===== src/rtl/dds_sweep_ctrl_if.sv =====
// Configuration bus for dds_sweep_ctrl: valid/ready handshake carrying the
// sweep start/stop words, step, phase word and per-step dwell length.
interface dds_sweep_ctrl_if #(
  parameter int unsigned DWELL_W = 24
);
  logic               cfg_valid;
  logic               cfg_ready;
  logic [31:0]        cfg_start_word;
  logic [31:0]        cfg_stop_word;
  logic [31:0]        cfg_step;
  logic [11:0]        cfg_phase;
  logic [DWELL_W-1:0] cfg_dwell;

  modport master (
    output cfg_valid, cfg_start_word, cfg_stop_word, cfg_step, cfg_phase, cfg_dwell,
    input  cfg_ready
  );

  modport slave (
    input  cfg_valid, cfg_start_word, cfg_stop_word, cfg_step, cfg_phase, cfg_dwell,
    output cfg_ready
  );
endinterface


===== src/rtl/dds_sweep_ctrl.sv =====
// DDS frequency-sweep controller: steps f_word from start to stop word with a
// programmable dwell, rotates the waveform selector. Define DDS_SWEEP_BIDIR_EN
// for an up-then-down sweep.
module dds_sweep_ctrl #(
  parameter logic [31:0] F_DEFAULT = 32'd42949,
  parameter logic [11:0] P_DEFAULT = 12'd1024,
  parameter int unsigned DWELL_W   = 24
) (
  input  logic            sys_clk,
  input  logic            sys_rst,
  input  logic            key_wave,
  input  logic            start,
  input  logic            stop,
  dds_sweep_ctrl_if.slave cfg,
  output logic [3:0]      wave_sel,
  output logic [31:0]     f_word,
  output logic [11:0]     p_word,
  output logic            busy,
  output logic            sweep_done
);

  typedef enum logic [1:0] {IDLE, DWELL, STEP, DONE} state_t;

  state_t             state, state_nxt;
  logic [31:0]        f_nxt;
  logic [31:0]        start_q, stop_q, step_q;
  logic [11:0]        p_nxt;
  logic [DWELL_W-1:0] dwell_q, cnt, cnt_nxt, dwell_load;
  logic               busy_nxt, done_nxt;
  logic               ready_q, ready_nxt;
  logic               cfg_take;
  logic [3:0]         wave_nxt;
  logic [32:0]        sum_up;
`ifdef DDS_SWEEP_BIDIR_EN
  logic               dir, dir_nxt;
  logic [32:0]        sum_dn;
`endif

  assign cfg.cfg_ready = ready_q;
  assign cfg_take      = cfg.cfg_valid && ready_q;
  assign dwell_load    = (dwell_q == '0) ? DWELL_W'(1) : dwell_q;
  assign sum_up        = {1'b0, f_word} + {1'b0, step_q};
`ifdef DDS_SWEEP_BIDIR_EN
  assign sum_dn        = {1'b0, f_word} - {1'b0, step_q};
`endif

  always_comb begin
    state_nxt = state;
    f_nxt     = f_word;
    cnt_nxt   = cnt;
    busy_nxt  = busy;
    done_nxt  = 1'b0;
`ifdef DDS_SWEEP_BIDIR_EN
    dir_nxt   = dir;
`endif
    unique case (state)
      IDLE: begin
        if (start && (step_q != '0) && (start_q <= stop_q)) begin
          state_nxt = DWELL;
          f_nxt     = start_q;
          cnt_nxt   = dwell_load;
          busy_nxt  = 1'b1;
`ifdef DDS_SWEEP_BIDIR_EN
          dir_nxt   = 1'b0;
`endif
        end
      end
      DWELL: begin
        if (cnt <= DWELL_W'(1)) state_nxt = STEP;
        else                    cnt_nxt   = cnt - DWELL_W'(1);
      end
      STEP: begin
`ifdef DDS_SWEEP_BIDIR_EN
        // Up leg clamps at stop_q and turns around; down leg clamps at
        // start_q, and only a dwelled start_q ends the sweep.
        if ((!dir && (f_word == stop_q)) || (dir && (f_word == start_q))) begin
          state_nxt = DONE;
          busy_nxt  = 1'b0;
          done_nxt  = 1'b1;
        end else if (!dir) begin
          cnt_nxt   = dwell_load;
          state_nxt = DWELL;
          if (sum_up[32] || (sum_up[31:0] >= stop_q)) begin
            f_nxt   = stop_q;
            dir_nxt = 1'b1;
          end else begin
            f_nxt   = sum_up[31:0];
          end
        end else begin
          cnt_nxt   = dwell_load;
          state_nxt = DWELL;
          if (sum_dn[32] || (sum_dn[31:0] <= start_q)) f_nxt = start_q;
          else                                         f_nxt = sum_dn[31:0];
        end
`else
        if (sum_up[32] || (sum_up[31:0] >= stop_q)) begin
          f_nxt     = stop_q;
          state_nxt = DONE;
          busy_nxt  = 1'b0;
          done_nxt  = 1'b1;
        end else begin
          f_nxt     = sum_up[31:0];
          cnt_nxt   = dwell_load;
          state_nxt = DWELL;
        end
`endif
      end
      DONE: begin
        state_nxt = IDLE;
      end
    endcase

    if (stop) begin
      state_nxt = IDLE;
      f_nxt     = f_word;
      busy_nxt  = 1'b0;
      done_nxt  = 1'b0;
    end
  end

  always_comb begin
    ready_nxt = (state_nxt == IDLE);
    p_nxt     = cfg_take ? cfg.cfg_phase : p_word;
    wave_nxt  = wave_sel;
    if (!$onehot(wave_sel)) wave_nxt = 4'b0001;
    else if (key_wave)      wave_nxt = {wave_sel[2:0], wave_sel[3]};
  end

  always_ff @(posedge sys_clk or posedge sys_rst) begin
    if (sys_rst) begin
      state      <= IDLE;
      f_word     <= F_DEFAULT;
      p_word     <= P_DEFAULT;
      wave_sel   <= 4'b0001;
      busy       <= 1'b0;
      sweep_done <= 1'b0;
      ready_q    <= 1'b1;
      cnt        <= '0;
      start_q    <= F_DEFAULT;
      stop_q     <= F_DEFAULT;
      step_q     <= '0;
      dwell_q    <= DWELL_W'(1);
`ifdef DDS_SWEEP_BIDIR_EN
      dir        <= 1'b0;
`endif
    end else begin
      state      <= state_nxt;
      f_word     <= f_nxt;
      p_word     <= p_nxt;
      wave_sel   <= wave_nxt;
      busy       <= busy_nxt;
      sweep_done <= done_nxt;
      ready_q    <= ready_nxt;
      cnt        <= cnt_nxt;
`ifdef DDS_SWEEP_BIDIR_EN
      dir        <= dir_nxt;
`endif
      if (cfg_take) begin
        start_q <= cfg.cfg_start_word;
        stop_q  <= cfg.cfg_stop_word;
        step_q  <= cfg.cfg_step;
        dwell_q <= cfg.cfg_dwell;
      end
    end
  end

endmodule

===== src/flat_wrapper.sv =====
// flat-port wrapper written by rule: the top's interface ports become plain ports
module dds_sweep_ctrl_flat 
#(
  parameter logic [31:0] F_DEFAULT = 32'd42949,
  parameter logic [11:0] P_DEFAULT = 12'd1024,
  parameter int unsigned DWELL_W   = 24
)
  (sys_clk, sys_rst, key_wave, start, stop, wave_sel, f_word, p_word, busy, sweep_done, cfg_cfg_valid, cfg_cfg_start_word, cfg_cfg_stop_word, cfg_cfg_step, cfg_cfg_phase, cfg_cfg_dwell, cfg_cfg_ready);
  dds_sweep_ctrl_if #(.DWELL_W(DWELL_W)) cfg_i ();
  input  logic sys_clk;
  input  logic sys_rst;
  input  logic key_wave;
  input  logic start;
  input  logic stop;
  output logic [3:0] wave_sel;
  output logic [31:0] f_word;
  output logic [11:0] p_word;
  output logic busy;
  output logic sweep_done;
  input wire logic [$bits(cfg_i.cfg_valid)-1:0] cfg_cfg_valid;
  input wire logic [$bits(cfg_i.cfg_start_word)-1:0] cfg_cfg_start_word;
  input wire logic [$bits(cfg_i.cfg_stop_word)-1:0] cfg_cfg_stop_word;
  input wire logic [$bits(cfg_i.cfg_step)-1:0] cfg_cfg_step;
  input wire logic [$bits(cfg_i.cfg_phase)-1:0] cfg_cfg_phase;
  input wire logic [$bits(cfg_i.cfg_dwell)-1:0] cfg_cfg_dwell;
  output wire logic [$bits(cfg_i.cfg_ready)-1:0] cfg_cfg_ready;
  assign cfg_i.cfg_valid = cfg_cfg_valid;
  assign cfg_i.cfg_start_word = cfg_cfg_start_word;
  assign cfg_i.cfg_stop_word = cfg_cfg_stop_word;
  assign cfg_i.cfg_step = cfg_cfg_step;
  assign cfg_i.cfg_phase = cfg_cfg_phase;
  assign cfg_i.cfg_dwell = cfg_cfg_dwell;
  assign cfg_cfg_ready = cfg_i.cfg_ready;
  dds_sweep_ctrl #(.F_DEFAULT(F_DEFAULT), .P_DEFAULT(P_DEFAULT), .DWELL_W(DWELL_W)) u_core (.sys_clk(sys_clk), .sys_rst(sys_rst), .key_wave(key_wave), .start(start), .stop(stop), .cfg(cfg_i), .wave_sel(wave_sel), .f_word(f_word), .p_word(p_word), .busy(busy), .sweep_done(sweep_done));
endmodule

===== config.mk =====
export PLATFORM = sky130hd
export DESIGN_NAME = dds_sweep_ctrl_flat
export DESIGN_NICKNAME = d
export VERILOG_FILES = /design/src/rtl/dds_sweep_ctrl_if.sv /design/src/rtl/dds_sweep_ctrl.sv /design/src/flat_wrapper.sv
export SDC_FILE = /design/constraint.sdc
export NUM_CORES = 1
export LEC_CHECK = 0
export BUFFER_PORTS_ARGS = -buffer_cell sky130_fd_sc_hd__buf_4
export CORE_ASPECT_RATIO = 0.8
export CORE_MARGIN = 4
export CORE_UTILIZATION = 45
export CTS_CLUSTER_SIZE = 14
export DETAILED_ROUTE_END_ITERATION = 16
export PLACE_DENSITY_LB_ADDON = 0.05
export SLEW_MARGIN = 20
export SYNTH_ARGS = -nofsm -noshare
export SYNTH_HDL_FRONTEND = slang
export SYNTH_SLANG_ARGS = --single-unit

===== constraint.sdc =====
create_clock -name sys_clk -period 9.6 [get_ports sys_clk]
set_clock_uncertainty 0.2 [all_clocks]
set_input_delay 0.96 -clock sys_clk [delete_from_list [all_inputs] [get_ports sys_clk]]
set_output_delay 0.96 -clock sys_clk [all_outputs]
set_load 0.02 [all_outputs]

==> key figures, run 1 <==
Job
  • Max-cap viol count: 0

Critical path
  • Crit Path Class: flip-flop to flip-flop
  • Worst Setup End Kind: flip-flop
  • Critical-path top delay cell: and2_1
  • Worst Path Buf+Inv: 1
  • Critical path's top delay family: compound AO/OA/AOI/OAI gates
  • Critical path required time: 9.70 ns
  • Slowest stage delay, CP: 0.72 ns
  • Most common cell on crit path: a21oi_1
  • Crit path max fanout: 26
  • CP Data Arrival Time: 6.28 ns
  • CP Launch Type: flip-flop
  • Worst reg-to-reg setup slack: 3.43 ns
  • CP cell instances: ha_1 -> inv_1 -> fa_1 -> nand2b_1 -> a21oi_1 -> o41ai_1 -> o31ai_1 -> o21bai_1 -> a21oi_1 -> mux2i_1 -> ha_1 -> o21ai_0 -> o22ai_1 -> nor3_1 -> o221ai_1 -> a21oi_1 -> o31ai_4 -> o21ai_4 -> and2_1 -> o21ai_0

Floorplanning
  • Die footprint: 29,530 µm²
  • Chip height: 154.5 µm
  • I/O pin count: 189
  • Core ar.: 26,330 µm²
  • Num rows: 53
  • Die width: 191.1 µm
  • Starting density of the core: 0.4586

Final layout
  • # diodes: 0
  • Design area: 14,360 µm²
  • # nets final: around 1,600
  • Area grow syn2layout: 18.98%
  • Layout cells sized above 1: 0.3053

Clock tree
  • Worst skew pair latency: approximately 0.45 ns
  • Max H-tree Level: 4
  • Post-CTS Hold Fix Bufs: 0
  • # Post-CTS Setup Buffers: 0
  • Post-CTS sizing: 0
  • Clock root buffer: clkbuf_16
  • Clk sink count: 197
  • CTS tree: done
  • Max Root-Sink Buffers: 2
  • Reg clk slew, reported paths: 0.08 ns
  • Inserted Clock Buffers: 17

Pwr
  • Register share of total power: 0.276
  • Sw Share: 0.4719
  • Sw power: around 2.4 mW
  • P_leak: approximately 6.3 nW
  • P per Cell Area: 355.1 nW/µm²
  • Power share of the clock group: 0.140
  • Int Power: 2.694 mW
  • Combinational share of power: 0.584
  • Max VDD drop: 0.0002324 V

Place
  • Post-DP HPWL: 26.90 mm
  • IO buf count: 188
  • Routability Congestion: 0.9701
  • Area after DPL: 13,800 µm²

Timing
  • Setup violators final: 0
  • Tightest Pin Transition: 1.087 ns
  • Slew margin rel.: 0.2756
  • Maximum clock rate: 0.1620 GHz
  • Setup TNS Final: 0 ns
  • Tmin final: 6.174 ns
  • Final hold vios: 0
  • RSZ-0062 raised after global routing: false
  • Final worst path period share: 0.6431
  • Max Slew Vio Count: 0

Synth
  • Post-synth EDFFs: 0
  • Synth unique cells: 66
  • Syn Nets: approximately 1,400
  • Sequential share of the synthesized area: 0.4115
  • Cell count after synthesis: 1,199
  • Mapped cell area: 12,070 µm²
  • Ys async rst share: 1.000
  • Yosys warns: 0
  • Synth Area per Inst: between 10 and 15 µm²
  • Primary FF master, synth: dfrtp_1
  • Seq cells post-synth: 197

Outcome
  • Status: finished, final reports clean

Route
  • Antenna viol nets, final: 0
  • Detailed Route Iter0 Violations: roughly 750
  • Post-Route WL: 35.87 mm
  • Via count: 10,060
  • # DRC: 0
  • Per-cell routed wire length: approximately 21 µm
  • First-pass iteration count of the detailed router: 5
  • Vias per cell: 5.829

Global routing
  • First-pass GRT wire length: between 50 and 60 mm
  • Grt total ovfl: 0
  • Gr usage total: 0.2437
  • Vias in the first global route: 9,984
  • Initial antenna violation count: 1
  • Largest net degree at the start of global routing: 129

Min path
  • Hold Path Class: flip-flop to flip-flop
## synthesized netlist by cell type (all sizes together) (13+ instances only)
library cell	count	area [µm²]
o21ai	89	456.7
nand3	36	180.2
a31oi	30	187.7
o22ai	16	100.1
ha	101	1264
inv	57	214.0
nor2	53	206.5
nor4	20	125.1
a211oi	22	165.2
clkbuf	46	172.7
dfrtp	166	4154
nor3	14	70.07
a21o	16	120.1
nand4	16	100.1
buf	13	57.55
mux2	139	1565
nand2	75	284.0
xnor2	21	183.9
a21oi	96	480.5
dfstp	31	814.5
## sequential cells by signal (all words and copies together) (netlist names)
| register | flops |
|---|---|
| u_core.dwell_q | 24 |
| u_core.state | 2 |
| u_core.f_word | 32 |
| u_core.p_word | 12 |
| u_core.stop_q | 32 |
| u_core.cfg.cfg_ready | 1 |
| u_core.start_q | 32 |
| u_core.wave_sel | 4 |
| u_core.step_q | 32 |
| u_core.busy | 1 |
| u_core.sweep_done | 1 |
| u_core.cnt | 24 |
## path summary, 6_finish.rpt
kind / start / depth (start not counted) / to
max in group asynchronous: sys_rst / 3 / u_core.cnt[17]
min in group asynchronous: sys_rst / 2 / u_core.p_word[0]
min: u_core.cnt[10] / 1 / u_core.cnt[10]
min reg2reg: u_core.cnt[10] / 1 / u_core.cnt[10]
max: u_core.f_word[0] / 20 / u_core.cnt[1]
max reg2reg: u_core.f_word[0] / 20 / u_core.cnt[1]
## stage by stage
step                cells  setup WS [ns]  power (mW)  hold WS (ns)  utilization
floorplan            1199          3.122       3.388        0.2497            -
global placement     1694          3.693       4.324        0.2709       0.5241
detailed placement   1694          3.461       4.330        0.2766       0.5241
CTS                  1726          3.448       5.070        0.2969       0.5456
global route         1726          2.923       5.499        0.3215       0.5456
finish               1726          3.426       5.101        0.2958       0.5456
## metal layers
metal | global-route usage | routed length (µm) | up-vias
met4 | 0.05402 | 508 | 2
met5 | 0 | 13 | -
met3 | 0.07717 | 3154 | 36
met1 | 0.3610 | 17090 | 4938
li1 | - | - | 4760
met2 | 0.3503 | 15110 | 325
## placed cells by master (no fill, tap or decap), types with 8 or more instances in the layout
cell / instances
a21oi_1: 96
buf_4: 198
nand3_1: 36
o31ai_1: 8
nand2b_1: 12
o21ai_0: 87
nor3_1: 14
a211oi_1: 22
dfstp_2: 31
nand4_1: 16
clkbuf_16: 17
a31oi_1: 30
o22ai_1: 16
inv_1: 56
xor2_1: 9
xnor2_1: 21
nand2_1: 73
nor4_1: 20
a21o_1: 16
nor2_1: 51
mux2_2: 139
o211ai_1: 9
dfrtp_1: 166
ha_1: 101
## cells by family after synthesis
group                    count (synthesis)  synth area share
flip-flops                             197            0.4115
XOR/XNOR                                30           0.02176
AND/OR/NAND/NOR                        266            0.1094
buffers and inverters                  117           0.03762
multiplexers                           146            0.1355
adder cells (fa/ha/maj)                103            0.1080
AO/OA/AOI/OAI                          340            0.1762
## power groups by stage
stage | Combinational [mW] | Clock (mW) | Sequential (mW)
floorplan | 1.97 | 0 | 1.41
global placement | 2.91 | 0 | 1.41
detailed placement | 2.91 | 0 | 1.42
CTS | 2.93 | 0.732 | 1.40
global route | 3.29 | 0.761 | 1.45
finish | 2.98 | 0.713 | 1.41
## layout make-up
| cell class | count | area [µm²] |
|---|---|---|
| fill | 2367 | 11960 |
| clock buffer | 20 | 446.7 |
| sequential | 197 | 4969 |
| inverter | 57 | 221.5 |
| multi-input combinational | 885 | 6675 |
| tap | 357 | 446.7 |
| clock inverter | 12 | 118.9 |
| timing repair buffer | 198 | 1486 |
## worst register-to-register path: stages (launching register included)
cell	delay, ns
dfstp_2	0.55
ha_1	0.18
inv_1	0.06
fa_1	0.39
nand2b_1	0.18
a21oi_1	0.35
o41ai_1	0.21
o31ai_1	0.41
o21bai_1	0.14
a21oi_1	0.20
mux2i_1	0.33
ha_1	0.30
o21ai_0	0.18
o22ai_1	0.09
nor3_1	0.16
o221ai_1	0.14
a21oi_1	0.28
o31ai_4	0.16
o21ai_4	0.61
and2_1	0.73
o21ai_0	0.18
No activity file was read; power rests on OpenSTA's default activity.
==> run 2, diff against run 1 <==
Clock period 9.6 ns to 6.2 ns, I/O delays scaled along.
==> run 2 against run 1 <==
  * Maximum frequency grew 6.0%
  * Via count shrank 1.3%
  * Total power grew 54%
  * Utilization grew 0.25 points
  * Global-route usage shrank 0.45 points
  * Hold slack lost 0.14 ns
  * Non-clock buffer count grew 5
  * Flip-flop and latch count is the same
  * Final area grew 0.45%
  * Clock-buffer cell count shrank 1
  * Sequential share of layout area shrank 0.16 points
  * First-iteration DRC count grew 9.6%
  * Critical path type unchanged
  * Critical endpoint is now u_core.f_word[25]
==> key figures, run 2 (synthesized netlist as in run 1, its figures left out) <==
Critical path
  • CP Data Arrival Time: 5.98 ns (-0.30 ns)
  • CP Launch Type: flip-flop
  • Worst Setup End Kind: flip-flop
  • Crit Path Class: flip-flop to flip-flop
  • Crit path max fanout: 18 (-31%)
  • Critical path required time: 6.35 ns (-3.35 ns)

Clock tree
  • Post-CTS sizing: 0 (unchanged)
  • CTS tree: done
  • Max Root-Sink Buffers: 2 (unchanged)
  • # Post-CTS Setup Buffers: 0 (unchanged)
  • Clk sink count: 197 (unchanged)
  • Reg clk slew, reported paths: 0.07 ns (about the same)
  • Post-CTS Hold Fix Bufs: 0 (unchanged)
  • Worst skew pair latency: 0.44 ns (about the same)
  • Max H-tree Level: 4 (unchanged)
  • Clock root buffer: clkbuf_16
  • Inserted Clock Buffers: 17 (unchanged)

Final layout
  • # nets final: 1,602 (+0.31%)
  • Most frequent cells in the layout: 203 x buf_4, 166 x dfrtp_1, 139 x mux2_2
  • Layout cells sized above 1: 0.3086 (+0.003256)
  • # diodes: 0 (unchanged)
  • Area grow syn2layout: 19.51%
  • Commonest non-fill, non-tap cell in the layout: buf_4
  • Fin cells: 1,731 (+0.29%)

Global routing
  • Gr usage total: 0.2392 (-0.004459)
  • Vias in the first global route: 9,714 (-2.7%)
  • Initial antenna violation count: 1 (unchanged)
  • First-pass GRT wire length: 55.72 mm (-1.7%)
  • Largest net degree at the start of global routing: 121 (-6.2%)
  • Grt total ovfl: 0 (unchanged)

Pwr
  • P_leak: 6.337 nW (+0.51%)
  • Tot Pwr: 7.862 mW (+54%)
  • P per Cell Area: 544.9 nW/µm² (+53%)
  • Max VDD drop: 0.0004231 V (+82%)

Timing
  • Maximum clock rate: 0.1717 GHz (+6.0%)
  • RSZ-0062 raised after global routing: false
  • Tmin final: 5.824 ns (-0.3499 ns)
  • Final hold vios: 0 (unchanged)
  • Final worst path period share: 0.9394 (+0.2963)
  • Hold_ws: 0.1567 ns (-0.1391 ns)
  • Slew margin rel.: 0.3666 (+0.09097)
  • Max Slew Vio Count: 0 (unchanged)
  • Setup TNS Final: 0 ns (unchanged)
  • Setup violators final: 0 (unchanged)
  • Tightest Pin Transition: 0.9379 ns (-0.1487 ns)

Place
  • IO buf count: 188 (unchanged)
  • Post-DP HPWL: 26.73 mm (-0.61%)
  • Routability Congestion: 0.9913 (+2.2%)
  • Inst Count DP: 1,699 (+0.30%)

Floorplanning
  • Die width: 191.1 µm (unchanged)
  • I/O pin count: 189 (unchanged)
  • Chip height: 154.5 µm (unchanged)
  • Starting density of the core: 0.4586 (unchanged)
  • Die footprint: 29,530 µm² (unchanged)
  • Num rows: 53 (unchanged)
  • Core ar.: 26,330 µm² (unchanged)

Route
  • Per-cell routed wire length: 20.35 µm (-2.1%)
  • Detailed Route Iter0 Violations: 819 (+9.6%)
  • Post-Route WL: 35.23 mm (-1.8%)
  • Vias per cell: 5.734 (-1.6%)
  • First-pass iteration count of the detailed router: 5 (unchanged)
  • # DRC: 0 (unchanged)
  • Via count: 9,926 (-1.3%)
  • Antenna viol nets, final: 0 (unchanged)

Min path
  • Hold Path Class: primary input to async pin

Job
  • Max-cap viol count: 0 (unchanged)

Outcome
  • Status: finished, final reports clean
==> run 2: cell count changes in the layout (fill, tap and decap cells not counted), moves of 2 or more <==
cell / change
clkinv_2: -2
buf_4: +5
clkbuf_1: -2
inv_6: -3
inv_8: +3
==> run 2: layout make-up <==
type	instances	area, µm²
inverter	57	221.5
tap	357	446.7
sequential	197	4969
clock inverter	13	136.4
fill	2420	11900
timing repair buffer	203	1524
multi-input combinational	885	6679
clock buffer	19	452.9
==> run 2: path summary, 6_finish.rpt <==
| kind | slack (ns) | depth (start not counted) | startpoint | end |
|---|---|---|---|---|
| setup / recovery | 0.38 | 21 | u_core.f_word[0] | u_core.f_word[25] |
| min in group sys_clk | 0.20 | 2 | cfg_cfg_dwell[9] | u_core.dwell_q[9] |
| max in group asynchronous | 4.53 | 3 | sys_rst | u_core.start_q[10] |
| hold / removal | 0.16 | 2 | sys_rst | u_core.p_word[2] |
| hold reg to reg | 0.29 | 1 | u_core.cnt[14] | u_core.cnt[14] |
| setup reg to reg | 0.38 | 21 | u_core.f_word[0] | u_core.f_word[25] |
==> run 2: power by group <==
group	total (mW)	switching [mW]	internal (mW)	leakage [nW]
Combinational	4.53	2.70	1.83	3.78
Clock	1.14	0.555	0.590	0.282
Sequential	2.19	0.440	1.75	2.28
Total	7.86	3.69	4.17	6.34
==> run 2: per-layer routing <==
metal / GRT usage / part of all wire / vias up
met3: 0.06634 / 0.077 / 18
met5: 0 / 0.00023 / -
met1: 0.3620 / 0.49 / 4850
met4: 0.03897 / 0.0075 / 2
li1: - / - / 4760
met2: 0.3486 / 0.42 / 296
==> run 2: through the flow <==
step           setup slack (ns)  utilization  instance area (µm²)
6_report                 0.3757       0.5481                14430
5_1_grt                 0.01845       0.5481                14430
4_1_cts                  0.4778       0.5477                14420
3_5_place_dp             0.4939       0.5254                13830
3_3_place_gp             0.6807       0.5254                13830
2_1_floorplan           0.06235            -                12070
==> run 2: worst max-delay path: stages, from the launching register on <==
cell and delay (ns):
dfstp_2 0.55, ha_1 0.18, inv_1 0.06, fa_1 0.39, nand2b_1 0.17, a21oi_1 0.30, o41ai_1 0.24, o31ai_1 0.44
o21bai_1 0.14, a21oi_1 0.19, mux2i_1 0.31, ha_1 0.29, o21ai_0 0.24, o22ai_1 0.12, nor3_1 0.14, o221ai_1 0.14
a21oi_1 0.27, o31ai_4 0.26, nor2_1 0.58, buf_4 0.29, a21oi_1 0.08, o221ai_1 0.15
==> run 3, diff against run 2 <==
Settings changed: CORE_UTILIZATION 45 to 55.
Clock period 6.2 ns to 7.4 ns, I/O delays scaled along.
==> run 3 against run 2 <==
  * Final area shrank 0.80%
  * Total power shrank 15%
  * Die area shrank 17%
  * Hold slack gained 0.038 ns
  * Via count grew 2.9%
  * Register-to-register slack gained 0.63 ns
  * Setup slack gained 0.63 ns
  * First-iteration DRC count grew 15%
  * Final cell count shrank 5.1%
  * Combinational power shrank 15%
  * Sequential power shrank 16%
  * Flip-flop and latch count is the same
  * Largest power group unchanged
  * Highest routed layer is now met4
==> key figures, run 3 (synthesized netlist as in run 1, its figures left out) <==
Timing
  • Setup TNS Final: 0 ns (unchanged)
  • Tmin final: 6.395 ns (+0.5703 ns)
  • Tightest Pin Transition: 1.086 ns (+0.1479 ns)
  • RSZ-0062 raised after global routing: false
  • Slew margin rel.: 0.2727 (-0.09383)
  • Final hold vios: 0 (unchanged)
  • Final worst path period share: 0.8641 (-0.07527)
  • Maximum clock rate: 0.1564 GHz (-8.9%)
  • Fin worst setup slack: 1.005 ns (+0.6297 ns)
  • Max Slew Vio Count: 0 (unchanged)
  • Setup violators final: 0 (unchanged)

Clock tree
  • Max H-tree Level: 4 (unchanged)
  • Clock root buffer: clkbuf_16
  • # Post-CTS Setup Buffers: 0 (unchanged)
  • Post-CTS Hold Fix Bufs: 0 (unchanged)
  • Post-CTS sizing: 0 (unchanged)
  • Worst skew pair latency: 0.45 ns (about the same)
  • Clk sink count: 197 (unchanged)
  • Inserted Clock Buffers: 17 (unchanged)
  • CTS tree: done
  • Max Root-Sink Buffers: 2 (unchanged)
  • Reg clk slew, reported paths: 0.07 ns (about the same)

Critical path
  • Worst setup path end: u_core.cnt[9]
  • CP Launch Type: flip-flop
  • Most common cell on crit path: a21oi_1
  • FF-to-FF End: u_core.cnt[9]
  • Slowest stage delay, CP: 0.70 ns (+0.12 ns)
  • Crit Path Class: flip-flop to flip-flop
  • CP Data Arrival Time: 6.48 ns (+0.50 ns)
  • Worst Path Buf+Inv: 1 (-1)
  • Critical path's top delay family: compound AO/OA/AOI/OAI gates
  • Crit path depth: 20 (-4.8%)
  • Reg2reg start: u_core.f_word[0]
  • Crit path from: u_core.f_word[0]
  • Critical path required time: 7.49 ns (+1.14 ns)
  • CP cell instances: ha_1 -> inv_1 -> fa_1 -> nand2b_1 -> a21oi_1 -> o41ai_1 -> o31ai_1 -> o21bai_1 -> a21oi_1 -> mux2i_1 -> ha_1 -> o21ai_0 -> o22ai_1 -> nor3_1 -> o221ai_1 -> a21oi_1 -> o31ai_4 -> o21ai_4 -> and2_1 -> a21oi_1
  • Crit path max fanout: 26 (+8)
  • Worst reg-to-reg setup slack: 1.01 ns (+0.63 ns)
  • Worst Setup End Kind: flip-flop
  • Critical-path top delay cell: and2_1
  • Register-to-Register Path Depth: 20 (-4.8%)

Final layout
  • # diodes: 0 (unchanged)
  • Design area: 14,310 µm² (-0.80%)
  • # nets final: 1,596 (-0.37%)
  • Area grow syn2layout: 18.56%
  • Commonest non-fill, non-tap cell in the layout: buf_4
  • Fin cells: 1,643 (-5.1%)
  • Layout cells sized above 1: 0.3063 (-0.002302)
  • Most frequent cells in the layout: 197 x buf_4, 166 x dfrtp_1, 139 x mux2_2

Floorplanning
  • Core ar.: 21,560 µm² (-18%)
  • Num rows: 48 (-9.4%)
  • Die width: 173.6 µm (-9.1%)
  • Chip height: 140.5 µm (-9.1%)
  • Starting density of the core: 0.5599 (+0.1014)
  • I/O pin count: 189 (unchanged)
  • Die footprint: 24,400 µm² (-17%)

Place
  • Area after DPL: 13,680 µm² (-1.1%)
  • IO buf count: 188 (unchanged)
  • Post-Place Setup Slack: 1.238 ns (+0.7445 ns)
  • Post-DP HPWL: 25.95 mm (-2.9%)
  • Routability Congestion: 1.034 (+4.3%)
  • Inst Count DP: 1,611 (-5.2%)

Global routing
  • Initial antenna violation count: 0 (-1)
  • Grt total ovfl: 0 (unchanged)
  • First-pass GRT wire length: 55.99 mm (+0.48%)
  • Largest net degree at the start of global routing: 148 (+22%)
  • Vias in the first global route: 10,230 (+5.3%)
  • Gr usage total: 0.2868 (+0.04751)

Route
  • Antenna viol nets, final: 0 (unchanged)
  • Detailed Route Iter0 Violations: 945 (+15%)
  • # DRC: 0 (unchanged)
  • Via count: 10,210 (+2.9%)
  • Vias per cell: 6.215 (+8.4%)
  • Per-cell routed wire length: 21.30 µm (+4.7%)
  • Post-Route WL: 35.00 mm (-0.65%)
  • First-pass iteration count of the detailed router: 7 (+2)

Job
  • Max-cap viol count: 0 (unchanged)

Pwr
  • P_leak: 6.322 nW (-0.23%)
  • P per Cell Area: 464.3 nW/µm² (-15%)
  • Max VDD drop: 0.0002977 V (-30%)

Min path
  • Hold Path Class: primary input to async pin

Outcome
  • Status: finished, final reports clean
==> run 3: changes by cell type in the layout (fill, tap and decap cells not counted) <==
cell,delta
buf_4,-6
clkinv_1,-1
clkinv_4,-1
bufinv_16,+1
clkinv_2,+1
clkinv_8,+2
inv_8,-2
==> run 3: metrics by stage <==
| step | total power, mW | hold slack, ns | util |
|---|---|---|---|
| after floorplan | 4.396 | 0.2497 | - |
| after global placement | 5.465 | 0.2710 | 0.6346 |
| after detailed placement | 5.535 | 0.2773 | 0.6346 |
| after CTS | 6.564 | 0.2937 | 0.6632 |
| after global routing | 7.130 | 0.2821 | 0.6639 |
| final | 6.646 | 0.1944 | 0.6639 |
==> run 3: cell type report <==
class                      count  area (µm²)
clock buffer                  19       452.9
multi-input combinational    885        6679
fill                        1753        7247
inverter                      57       226.5
clock inverter                13       163.9
timing repair buffer         197        1479
sequential                   197        4969
tap                          275       344.1
==> run 3: how the worst min path moves through the flow <==
stage	end	slack, ns	from
2_1_floorplan	u_core.cnt[10]	0.25	u_core.cnt[10]
3_3_place_gp	u_core.cnt[14]	0.27	u_core.cnt[14]
3_5_place_dp	u_core.cnt[10]	0.28	u_core.cnt[10]
4_1_cts	u_core.cnt[10]	0.29	u_core.cnt[10]
5_1_grt	u_core.p_word[0]	0.28	sys_rst
6_report	u_core.p_word[0]	0.19	sys_rst
==> run 3: layer usage <==
metal	up-vias	GRT usage	wire length, µm	share of wire
met1	5023	0.4161	16090	0.46
met2	405	0.4384	15540	0.44
li1	4753	-	-	-
met5	-	0	0	0
met4	0	0.06497	427	0.012
met3	31	0.07151	2949	0.084
==> run 3: report_power, final <==
part           internal (mW)  switching, mW
registers               1.46          0.364
logic                   1.53           2.29
clock network          0.528          0.463
